## src/rtl/rst_req_gen.sv

```systemverilog
// rst_req_gen: button/watchdog reset-request generator with stretched output.
// Optional watchdog is built when RST_REQ_WDOG_EN is defined.
module rst_req_gen #(
    parameter int DEBOUNCE_CYCLES = 50000,
    parameter int HOLD_CYCLES     = 100000000,
    parameter int STRETCH_CYCLES  = 1024,
    parameter int WDOG_CYCLES     = 50000000
) (
    input  logic       clk,
    input  logic       rst,
    input  logic       btn_n,
    input  logic       wdog_en,
    input  logic       wdog_kick,
    output logic       rst_req_n,
    output logic [1:0] rst_cause,
    output logic       btn_tap,
    output logic       busy
);

    localparam int DW = $clog2(DEBOUNCE_CYCLES + 1);
    localparam int HW = $clog2(HOLD_CYCLES + 1);
    localparam int SW = $clog2(STRETCH_CYCLES + 1);

    typedef enum logic [1:0] {
        STRETCH  = 2'd0,
        WAIT_REL = 2'd1,
        RUN      = 2'd2
    } state_t;

    state_t        state, state_n;
    logic          sync1, sync2, deb;
    logic [DW-1:0] deb_cnt;
    logic [SW-1:0] str_cnt, str_n;
    logic [HW-1:0] hold_cnt, hold_n;
    logic [1:0]    cause_n;
    logic          tap_n;
    logic          deb_hit, rel_event, pressed;
    logic          hold_exp, wd_exp;

    assign pressed   = ~deb;
    assign deb_hit   = (sync2 != deb) && (deb_cnt == DW'(DEBOUNCE_CYCLES - 1));
    assign rel_event = deb_hit && sync2;
    assign hold_exp  = (state == RUN) && pressed
                       && (hold_cnt == HW'(HOLD_CYCLES - 1));

`ifdef RST_REQ_WDOG_EN
    localparam int WW = $clog2(WDOG_CYCLES + 1);

    logic [WW-1:0] wd_cnt, wd_n;

    assign wd_exp = (state == RUN) && wdog_en && !wdog_kick
                    && (wd_cnt == WW'(WDOG_CYCLES - 1));

    // Watchdog counts only in RUN while enabled and unkicked; saturates.
    always_comb begin
        wd_n = '0;
        if (state == RUN && state_n == RUN && wdog_en && !wdog_kick
            && wd_cnt != WW'(WDOG_CYCLES))
            wd_n = wd_cnt + WW'(1);
    end

    // Watchdog counter register.
    always_ff @(posedge clk or posedge rst) begin
        if (rst) wd_cnt <= '0;
        else     wd_cnt <= wd_n;
    end
`else
    logic unused_wdog;

    assign unused_wdog = wdog_en ^ wdog_kick ^ (WDOG_CYCLES == 0);
    assign wd_exp      = 1'b0;
`endif

    // Two-flop synchronizer and debounce filter for the raw button.
    always_ff @(posedge clk or posedge rst) begin
        if (rst) begin
            sync1   <= 1'b1;
            sync2   <= 1'b1;
            deb     <= 1'b1;
            deb_cnt <= '0;
        end else begin
            sync1 <= btn_n;
            sync2 <= sync1;
            if (sync2 == deb) begin
                deb_cnt <= '0;
            end else if (deb_hit) begin
                deb     <= sync2;
                deb_cnt <= '0;
            end else if (deb_cnt != DW'(DEBOUNCE_CYCLES)) begin
                deb_cnt <= deb_cnt + DW'(1);
            end
        end
    end

    // Next state, stretch/hold counters, cause and tap pulse.
    always_comb begin
        state_n = state;
        str_n   = '0;
        hold_n  = '0;
        cause_n = rst_cause;
        tap_n   = 1'b0;
        unique case (state)
            STRETCH: begin
                if (str_cnt == SW'(STRETCH_CYCLES - 1))
                    state_n = WAIT_REL;
                else
                    str_n = str_cnt + SW'(1);
            end
            WAIT_REL: begin
                if (deb) state_n = RUN;
            end
            RUN: begin
                if (hold_exp) begin
                    state_n = STRETCH;
                    cause_n = 2'b01;
                end else if (wd_exp) begin
                    state_n = STRETCH;
                    cause_n = 2'b10;
                end else begin
                    if (pressed && hold_cnt != HW'(HOLD_CYCLES))
                        hold_n = hold_cnt + HW'(1);
                    tap_n = rel_event;
                end
            end
            default: state_n = STRETCH;
        endcase
    end

    // State and registered outputs.
    always_ff @(posedge clk or posedge rst) begin
        if (rst) begin
            state     <= STRETCH;
            str_cnt   <= '0;
            hold_cnt  <= '0;
            rst_cause <= 2'b00;
            btn_tap   <= 1'b0;
            rst_req_n <= 1'b0;
            busy      <= 1'b1;
        end else begin
            state     <= state_n;
            str_cnt   <= str_n;
            hold_cnt  <= hold_n;
            rst_cause <= cause_n;
            btn_tap   <= tap_n;
            rst_req_n <= (state_n == RUN);
            busy      <= (state_n != RUN);
        end
    end

endmodule

```

## config.mk

```make
export PLATFORM = sky130hd
export DESIGN_NAME = rst_req_gen
export DESIGN_NICKNAME = d
export VERILOG_FILES = /design/src/rtl/rst_req_gen.sv
export SDC_FILE = /design/constraint.sdc
export NUM_CORES = 1
export LEC_CHECK = 0
export ABC_AREA = 0
export BUFFER_PORTS_ARGS = -buffer_cell sky130_fd_sc_hd__buf_2
export CORE_UTILIZATION = 35
export DETAILED_ROUTE_END_ITERATION = 10
export PLACE_DENSITY_LB_ADDON = 0.12
export SLEW_MARGIN = 10
export SYNTH_ARGS = -nofsm -noshare
export SYNTH_HDL_FRONTEND = slang
export SYNTH_SLANG_ARGS = --single-unit
```

## constraint.sdc

```tcl
create_clock -name clk -period 2.5 [get_ports clk]
set_input_delay 0.25 -clock clk [delete_from_list [all_inputs] [get_ports clk]]
set_output_delay 0.25 -clock clk [all_outputs]
set_load 0.01 [all_outputs]
```

After elaboration in Yosys (flattened, before gate mapping)
Index checks and enable logic that the tools add are counted.

Register bits: 63. Bits in read-only memories: 0. Memories: 0. Bits in writable memories: 0. Bits in latches: 0.

Shift-type cells: 0. Multiplexer cells: 14. Divide/modulo/power cells: 0. Reductions and logical operators: 9. $lt $le $gt $ge: 0. Equal/unequal tests: 11. $add $sub $neg: 3. Bitwise gates (word level): 2. Multipliers: 0.

Operators by type and width (count): 2-to-1 mux 27 bit (3); 2-to-1 mux 16 bit (3); adder 27 x 1 -> 27 bit (second input constant) (1); == test 27 bit (second input constant) (1); != test 27 bit (second input constant) (1); 2-to-1 mux 11 bit (2); adder 16 x 1 -> 16 bit (second input constant) (1); == test 16 bit (second input constant) (1); != test 16 bit (second input constant) (1); adder 11 x 1 -> 11 bit (second input constant) (1); == test 11 x 10 -> 1 bit (second input constant) (1); 2-to-1 mux 2 bit (3); case mux 2 bit (3 select lines) (1); logical AND 1 bit (5); == test 2 bit (second input constant) (2); AND reduction 2 bit (2); nonzero test 3 bit (1); == test 2 x 1 -> 1 bit (second input constant) (1); logical NOT 2 bit (1); 2-to-1 mux 1 bit (2); != test 2 bit (second input constant) (1); NOT 1 bit (2); == test 1 bit (1); != test 1 bit (1).

Logic depth before layout (Yosys ltp)
Gate-level depths: netlist of run 1.

Depth in word-level cells: 6. Mapped depth: 9. Mapped depth without buffers: 7.

Worst setup path after synthesis of run 1
OpenSTA, ideal clock, no wires.

Path kind: register to register. Start: register hold_cnt[0]. End: register rst_req_n. Required time: 2.376 ns. Setup time: 0.124 ns. Stages on the path, launching flop included: 7. Clock period less this slack: 1.943 ns. Path slack: 0.557 ns. Data arrival time: 1.819 ns. Cell sequence: dfrtp_1 > ha_1 > nand3_2 > or4b_4 > nor4_4 > nor2_2 > a211o_1.

Cells in the longest elaborated chain, start to end: 5.

Ends and longest elaborated chain: start, declared (line 34) `logic [HW-1:0] hold_cnt, hold_n;`; start signal, assigned (line 142) `hold_cnt <= hold_n;`; == test 27 bit (line 44) `&& (hold_cnt == HW'(HOLD_CYCLES - 1));`; logical AND 1 bit (line 44); 2-to-1 mux 2 bit (line 113) `if (hold_exp) begin`; case mux 2 bit (3 select lines) (line 102) `unique case (state)`; == test 2 bit (line 145) `rst_req_n <= (state_n == RUN);`; end signal, assigned (line 145); end, declared (line 14) `output logic rst_req_n,`.

No other way between the ends. A chain may end at the register's enable or synchronous reset.

Worst setup path in the final report of run 1
Ends and elaborated chain as after synthesis.

==> impl_metrics.csv, run 1 <==
group,metric,value,unit
logic_synthesis,synth-main-ff-cell,"dfrtp_1",
global_route,grt_pass1_wl,9490,um
cells_and_area,final_util,41.2,%
floorplan,dieArea,9040,um^2
routing,drc,0,
clock_tree,cts_buffers,9,
floorplan,core-area,8300,um^2
sta,hold_viol,0,
clock_tree,htreeDepth,3,
sta,tightest_slew,0.583,ns
pwr,p_comb_share,2.2,%
run,maxCapViolations,0,
global_route,grt_antenna_before_repair,0,
logic_synthesis,synth_area_leader_cell,"dfrtp_1",
sta,tns,0,ns
pwr,clkPwrFrac,44.3,%
cells_and_area,layout-drive-gt1-share,11.1,%
critical_path,crit_arrival,2.33,ns
place,globalplace.congestion,0.747,
cells_and_area,regArea,1580,um^2
place,dp_hpwl,3620,um
critical_path,worstSetupEndpointType,"flip-flop",
logic_synthesis,yosys-top-cells-count,"nor2_1 (70), dfrtp_1 (59), xor2_1 (31)",
pwr,switching_share,21.9,%
logic_synthesis,yosysSeqAreaShare,52.1,%
critical_path,crit_start,"hold_cnt[0]",
pwr,power.internal,0.00151,W
pwr,vdd_drop_max,0.344,mV
critical_path,reg2reg_slack,0.40,ns
routing,antenna_left,0,
logic_synthesis,syn_area,3030,um^2
pwr,p_leak,1.46,nW
outcome,status,"finished clean",
logic_synthesis,synth_cells,310,
routing,first_pass_iters,4,
sta,period_needed,2.10,ns
floorplan,pin_count,10,
global_route,grt_max_degree,31,
clock_tree,hold_buffers,2,
clock_tree,clk_latency,0.34,ns
sta,post-route-period-util,84.0,%
clock_tree,cts_tree,"yes",
min_path,hp-class,"in -> async",
sta,finalSetupViolations,0,
sta,skew,0.00641,ns
critical_path,crit_type,"reg -> reg",
logic_synthesis,synth.area.top_cells,"dfrtp_1 (49%), xor2_1 (9.0%), nor2_1 (8.7%)",
logic_synthesis,ys_types,38,
logic_synthesis,synth_top_cell_area_share,48.7,%
sta,max_freq,0.476,GHz
cells_and_area,num-fill-cells,836,
critical_path,required,2.73,ns
clock_tree,clk_pin_slew,0.07,ns
routing,vias,2106,
logic_synthesis,syn_area_per_cell,9.78,um^2
pwr,p_seq_share,53.5,%
routing,wl_per_cell,12.2,um
routing,drt_wl_total,5330,um
global_route,grt-ovfl-total,0,
logic_synthesis,syn_nets,320,
routing,drt_iter0_markers,38,
sta,final_max_slew_viol_count,0,
pwr,p_sw,0.000422,W
floorplan,die-width,95.1,um
cells_and_area,nets,337,
place,portBuffers,6,
routing,viasPerCell,4.82,
logic_synthesis,yosys_warnings,0,
cells_and_area,syn_to_final_growth,12.8,%
global_route,grtUsageTotal,13.9,%
clock_tree,root_buffer,"clkbuf_8",
logic_synthesis,yosysMostFrequentCell,"nor2_1",
floorplan,rows,33,
sta,relSlewSlack,60.8,%
logic_synthesis,synth_seq_cells,63,
logic_synthesis,synth_enable_flop_cells,0,
sta,rsz0062_at_grt,"no",
critical_path,crit_path_start_kind,"flip-flop",
clock_tree,clk_path_buf_depth,2,
clock_tree,clock_sinks,63,
critical_path,rr_startpoint,"hold_cnt[0]",
clock_tree,post_cts_buffers,0,
clock_tree,cts_resized,0,
floorplan,start_util,36.5,%
cells_and_area,antenna_cells,0,
floorplan,die_h,95.1,um
global_route,grt_pass1_vias,2002,
cells_and_area,multi_input_area,1380,um^2
pwr,p_per_area,563,nW/um^2
logic_synthesis,async_flop_share,100,%
critical_path,cp_max_fo,5,
[worst max-delay path, stage by stage, from the launching register on]
cell     delay (ns)
dfrtp_1        0.40
ha_1           0.22
nand3_2        0.15
or4b_4         0.54
nor4_4         0.37
nor2_2         0.08
a211o_1        0.23
[metal layers]
metal  up-vias  GRT usage (%)  share of wire, %
met2        23           20.6                46
met5         -              0                 0
met1      1015           18.5                50
met3         8           4.07               3.1
met4         0           6.94               1.8
li1       1060              -                 -
[sequential cells by signal, indices dropped and copies added (netlist names)]
register / count
deb_cnt: 16
busy: 1
state: 2
rst_cause: 1
btn_tap: 1
hold_cnt: 27
deb: 1
rst_req_n: 1
str_cnt: 11
sync2: 1
sync1: 1
[worst paths after layout]
| path | end | cells past startpoint |
|---|---|---|
| worst max-delay path | rst_req_n | 6 |
| worst min-delay path | state[1] | 3 |
| worst max register to register | rst_req_n | 6 |
| worst min register to register | sync2 | 0 |
| max in group asynchronous | hold_cnt[6] | 4 |
| min in group clk | sync2 | 0 |
[stage by stage]
stage	total power [W]	area [um^2]	worst slack, ns	hold slack [ns]	cells
2_1_floorplan	0.00108	3030	0.557	0.254	310
3_3_place_gp	0.00109	3210	0.386	0.190	419
3_5_place_dp	0.00109	3210	0.394	0.195	419
4_1_cts	0.00196	3420	0.383	0.365	437
5_1_grt	0.00202	3420	0.246	0.376	437
6_report	0.00193	3420	0.401	0.368	437
[power groups by stage]
stage	Combinational [W]	Clock, W	Sequential [W]
after CTS	0.0000446	0.000888	0.00103
after global placement	0.0000420	0	0.00105
final	0.0000420	0.000853	0.00103
after global routing	0.0000505	0.000934	0.00103
after floorplan	0.0000297	0	0.00105
after detailed placement	0.0000421	0	0.00105
[area by class of cell]
class                      instances  share of cell area [%]
timing repair buffer              13                    2.93
sequential                        63                    46.2
multi-input combinational        231                    40.3
clock buffer                      14                    5.34
clock inverter                     2                   0.366
tap                              105                    3.84
inverter                           9                   0.987
[cells by family after synthesis]
kind of cell / count (synthesis) / synth area share, %
compound gates: 9 / 2.02
xor+xnor: 48 / 13.9
fa+ha+maj: 5 / 2.06
buf+inv: 16 / 2.35
flops: 63 / 52.1
mux: 2 / 0.701
other cells: 1 / 0.124
simple gates: 166 / 26.7
[layout by cell type (no fill, tap or decap), drive strengths merged, types with 2 or more instances in the layout]
cell	instances
nor2	71
dfrtp	59
xor2	31
nand2	25
nand3	22
xnor2	17
clkbuf	14
nand4	13
buf	11
and3	9
inv	9
nor3	7
ha	5
nor4	5
dfstp	4
nand2b	3
a211o	3
and4	2
or3	2
a21oi	2
dlygate4sd3	2
o21ai	2
Power figures use the tool's default switching activity.
==> run 2: changes to the inputs <==
Clock period 2.5 ns to 1.75 ns, I/O delays scaled along.
==> run 2 against run 1 <==
Compared with the run above: the flow now finishes with violations (negative setup slack); design area grew 11%; first-iteration DRC count grew 13%; clock power is 48% higher.
==> impl_metrics.csv, run 2 (synthesis results as in run 1) <==
group,metric,value,unit
floorplan,die-width,95.1,um
global_route,grt_antenna_before_repair,0,
critical_path,path_delay_family,"simple AND/OR/NAND/NOR gates",
cells_and_area,top_register,"hold_cnt",
sta,period_needed,1.82,ns
min_path,hp-class,"reg -> reg",
floorplan,start_util,36.5,%
cells_and_area,nets,370,
routing,antenna_left,0,
routing,vias,2225,
cells_and_area,final_common_cell,"nor2_1",
routing,drt_iter0_markers,43,
clock_tree,htreeDepth,3,
cells_and_area,layout-drive-gt1-share,22.5,%
routing,drc,0,
critical_path,path_cells,"ha_4, nand3_4, or4b_4, o21ai_2, a211o_1, buf_4, buf_16, nor2_1",
critical_path,cp_max_fo,13,
clock_tree,cts_tree,"yes",
routing,first_pass_iters,4,
global_route,grt_pass1_wl,10300,um
routing,wl_per_cell,12.5,um
critical_path,crit_buf_inv,2,
sta,rsz0062_at_grt,"yes",
pwr,clkPwrFrac,44.9,%
clock_tree,root_buffer,"clkbuf_8",
pwr,power.internal,0.00215,W
pwr,vdd_drop_max,0.323,mV
pwr,p_sw,0.000657,W
clock_tree,clk_latency,0.35,ns
floorplan,dieArea,9040,um^2
cells_and_area,most-common-layout-cells,"nor2_1 (70), dfrtp_1 (58), buf_4 (34), xor2_1 (31), nand2_1 (24)",
sta,hold_viol,0,
pwr,p_seq_share,52.5,%
floorplan,rows,33,
sta,max_freq,0.550,GHz
pwr,p_comb_share,2.6,%
sta,finalWorstSetupSlack,-0.0685,ns
pwr,p_per_area,741,nW/um^2
critical_path,crit_path_start_kind,"flip-flop",
critical_path,crit_type,"reg -> reg",
global_route,grtUsageTotal,15.2,%
critical_path,required,1.97,ns
clock_tree,clk_pin_slew,0.08,ns
global_route,grt-ovfl-total,0,
sta,final_max_slew_viol_count,0,
outcome,status,"complete, but fails checks",
floorplan,die_h,95.1,um
run,maxCapViolations,0,
clock_tree,clk_path_buf_depth,2,
cells_and_area,syn_to_final_growth,24.9,%
sta,hold_ws,0.348,ns
cells_and_area,largest_register_ffs,27,
clock_tree,cts_buffers,9,
routing,viasPerCell,4.73,
sta,post-route-period-util,104,%
place,portBuffers,6,
outcome,violations,"negative setup slack",
critical_path,cpPeakStageDelay,0.52,ns
clock_tree,clock_sinks,63,
pwr,switching_share,23.4,%
critical_path,crit_arrival,2.04,ns
pwr,p_leak,1.66,nW
place,globalplace.congestion,0.761,
floorplan,pin_count,10,
place,dp_hpwl,3910,um
critical_path,crit_start,"hold_cnt[0]",
sta,skew,0.0178,ns
critical_path,worstSetupEndpointType,"flip-flop",
place,place_inst,447,
cells_and_area,stdcell_count,470,
critical_path,rr_startpoint,"hold_cnt[0]",
sta,finalSetupViolations,29,
routing,drt_wl_total,5870,um
global_route,grt_max_degree,29,
cells_and_area,largest_registers,"hold_cnt: 27 flops, deb_cnt: 16 flops, str_cnt: 11 flops",
min_path,worstHoldStart,"sync1",
cells_and_area,antenna_cells,0,
critical_path,crit_slowest_cell,"or4b_4",
global_route,grt_pass1_vias,2240,
floorplan,core-area,8300,um^2
run 2: final cells by class:
cell class | instances | area (um^2)
Inverter | 9 | 33.8
Clock inverter | 7 | 73.8
Sequential cell | 63 | 1580
Tap cell | 105 | 131
Timing Repair Buffer | 46 | 393
Clock buffer | 9 | 124
Fill cell | 785 | 4510
Multi-Input combinational cell | 231 | 1450
run 2: timing repair:
| item | 4_1_cts | 5_1_grt |
|---|---|---|
| gates cloned | 1 | 0 |
| endpoints found under the hold margin | 17 | 0 |
| hold buffers | 2 | 0 |
| resized for setup | 6 | 6 |
| setup endpoints to repair | 46 | 47 |
| pin swaps | 6 | 4 |
| setup buffers | 3 | 1 |
run 2: layer usage:
| layer | vias to the layer above | track usage (%) | routed length (um) |
|---|---|---|---|
| li1 | 1135 | - | - |
| met1 | 1057 | 18.7 | 2830 |
| met2 | 25 | 24.0 | 2780 |
| met3 | 8 | 4.55 | 162 |
| met4 | 0 | 7.45 | 101 |
| met5 | - | 0 | 0 |
run 2: power groups by stage:
stage / Clock, W / Sequential (W) / Combinational [W]
3_5_place_dp: 0 / 0.00150 / 0.0000704
3_3_place_gp: 0 / 0.00150 / 0.0000699
5_1_grt: 0.00139 / 0.00148 / 0.0000847
4_1_cts: 0.00132 / 0.00147 / 0.0000740
2_1_floorplan: 0 / 0.00150 / 0.0000424
6_report: 0.00126 / 0.00147 / 0.0000720
run 2: final timing paths:
check / to / slack [ns] / cells after the start
max: hold_cnt[14] / -0.07 / 8
max in group asynchronous: hold_cnt[20] / 0.75 / 4
min in group asynchronous: hold_cnt[19] / 0.39 / 3
max reg2reg: hold_cnt[14] / -0.07 / 8
min: sync2 / 0.35 / 0
min reg2reg: sync2 / 0.35 / 0
run 2: stage by stage:
step | utilization, % | power [W] | TNS (ns) | worst slack [ns] | area, um^2
after floorplan | - | 0.00154 | -1.55 | -0.0739 | 3070
after global placement | 41.7 | 0.00157 | -2.46 | -0.0881 | 3460
after detailed placement | 41.7 | 0.00157 | -2.57 | -0.0973 | 3460
after CTS | 45.2 | 0.00287 | -1.58 | -0.0656 | 3750
after global routing | 45.7 | 0.00295 | -3.96 | -0.145 | 3790
final | 45.7 | 0.00281 | -1.65 | -0.0685 | 3790
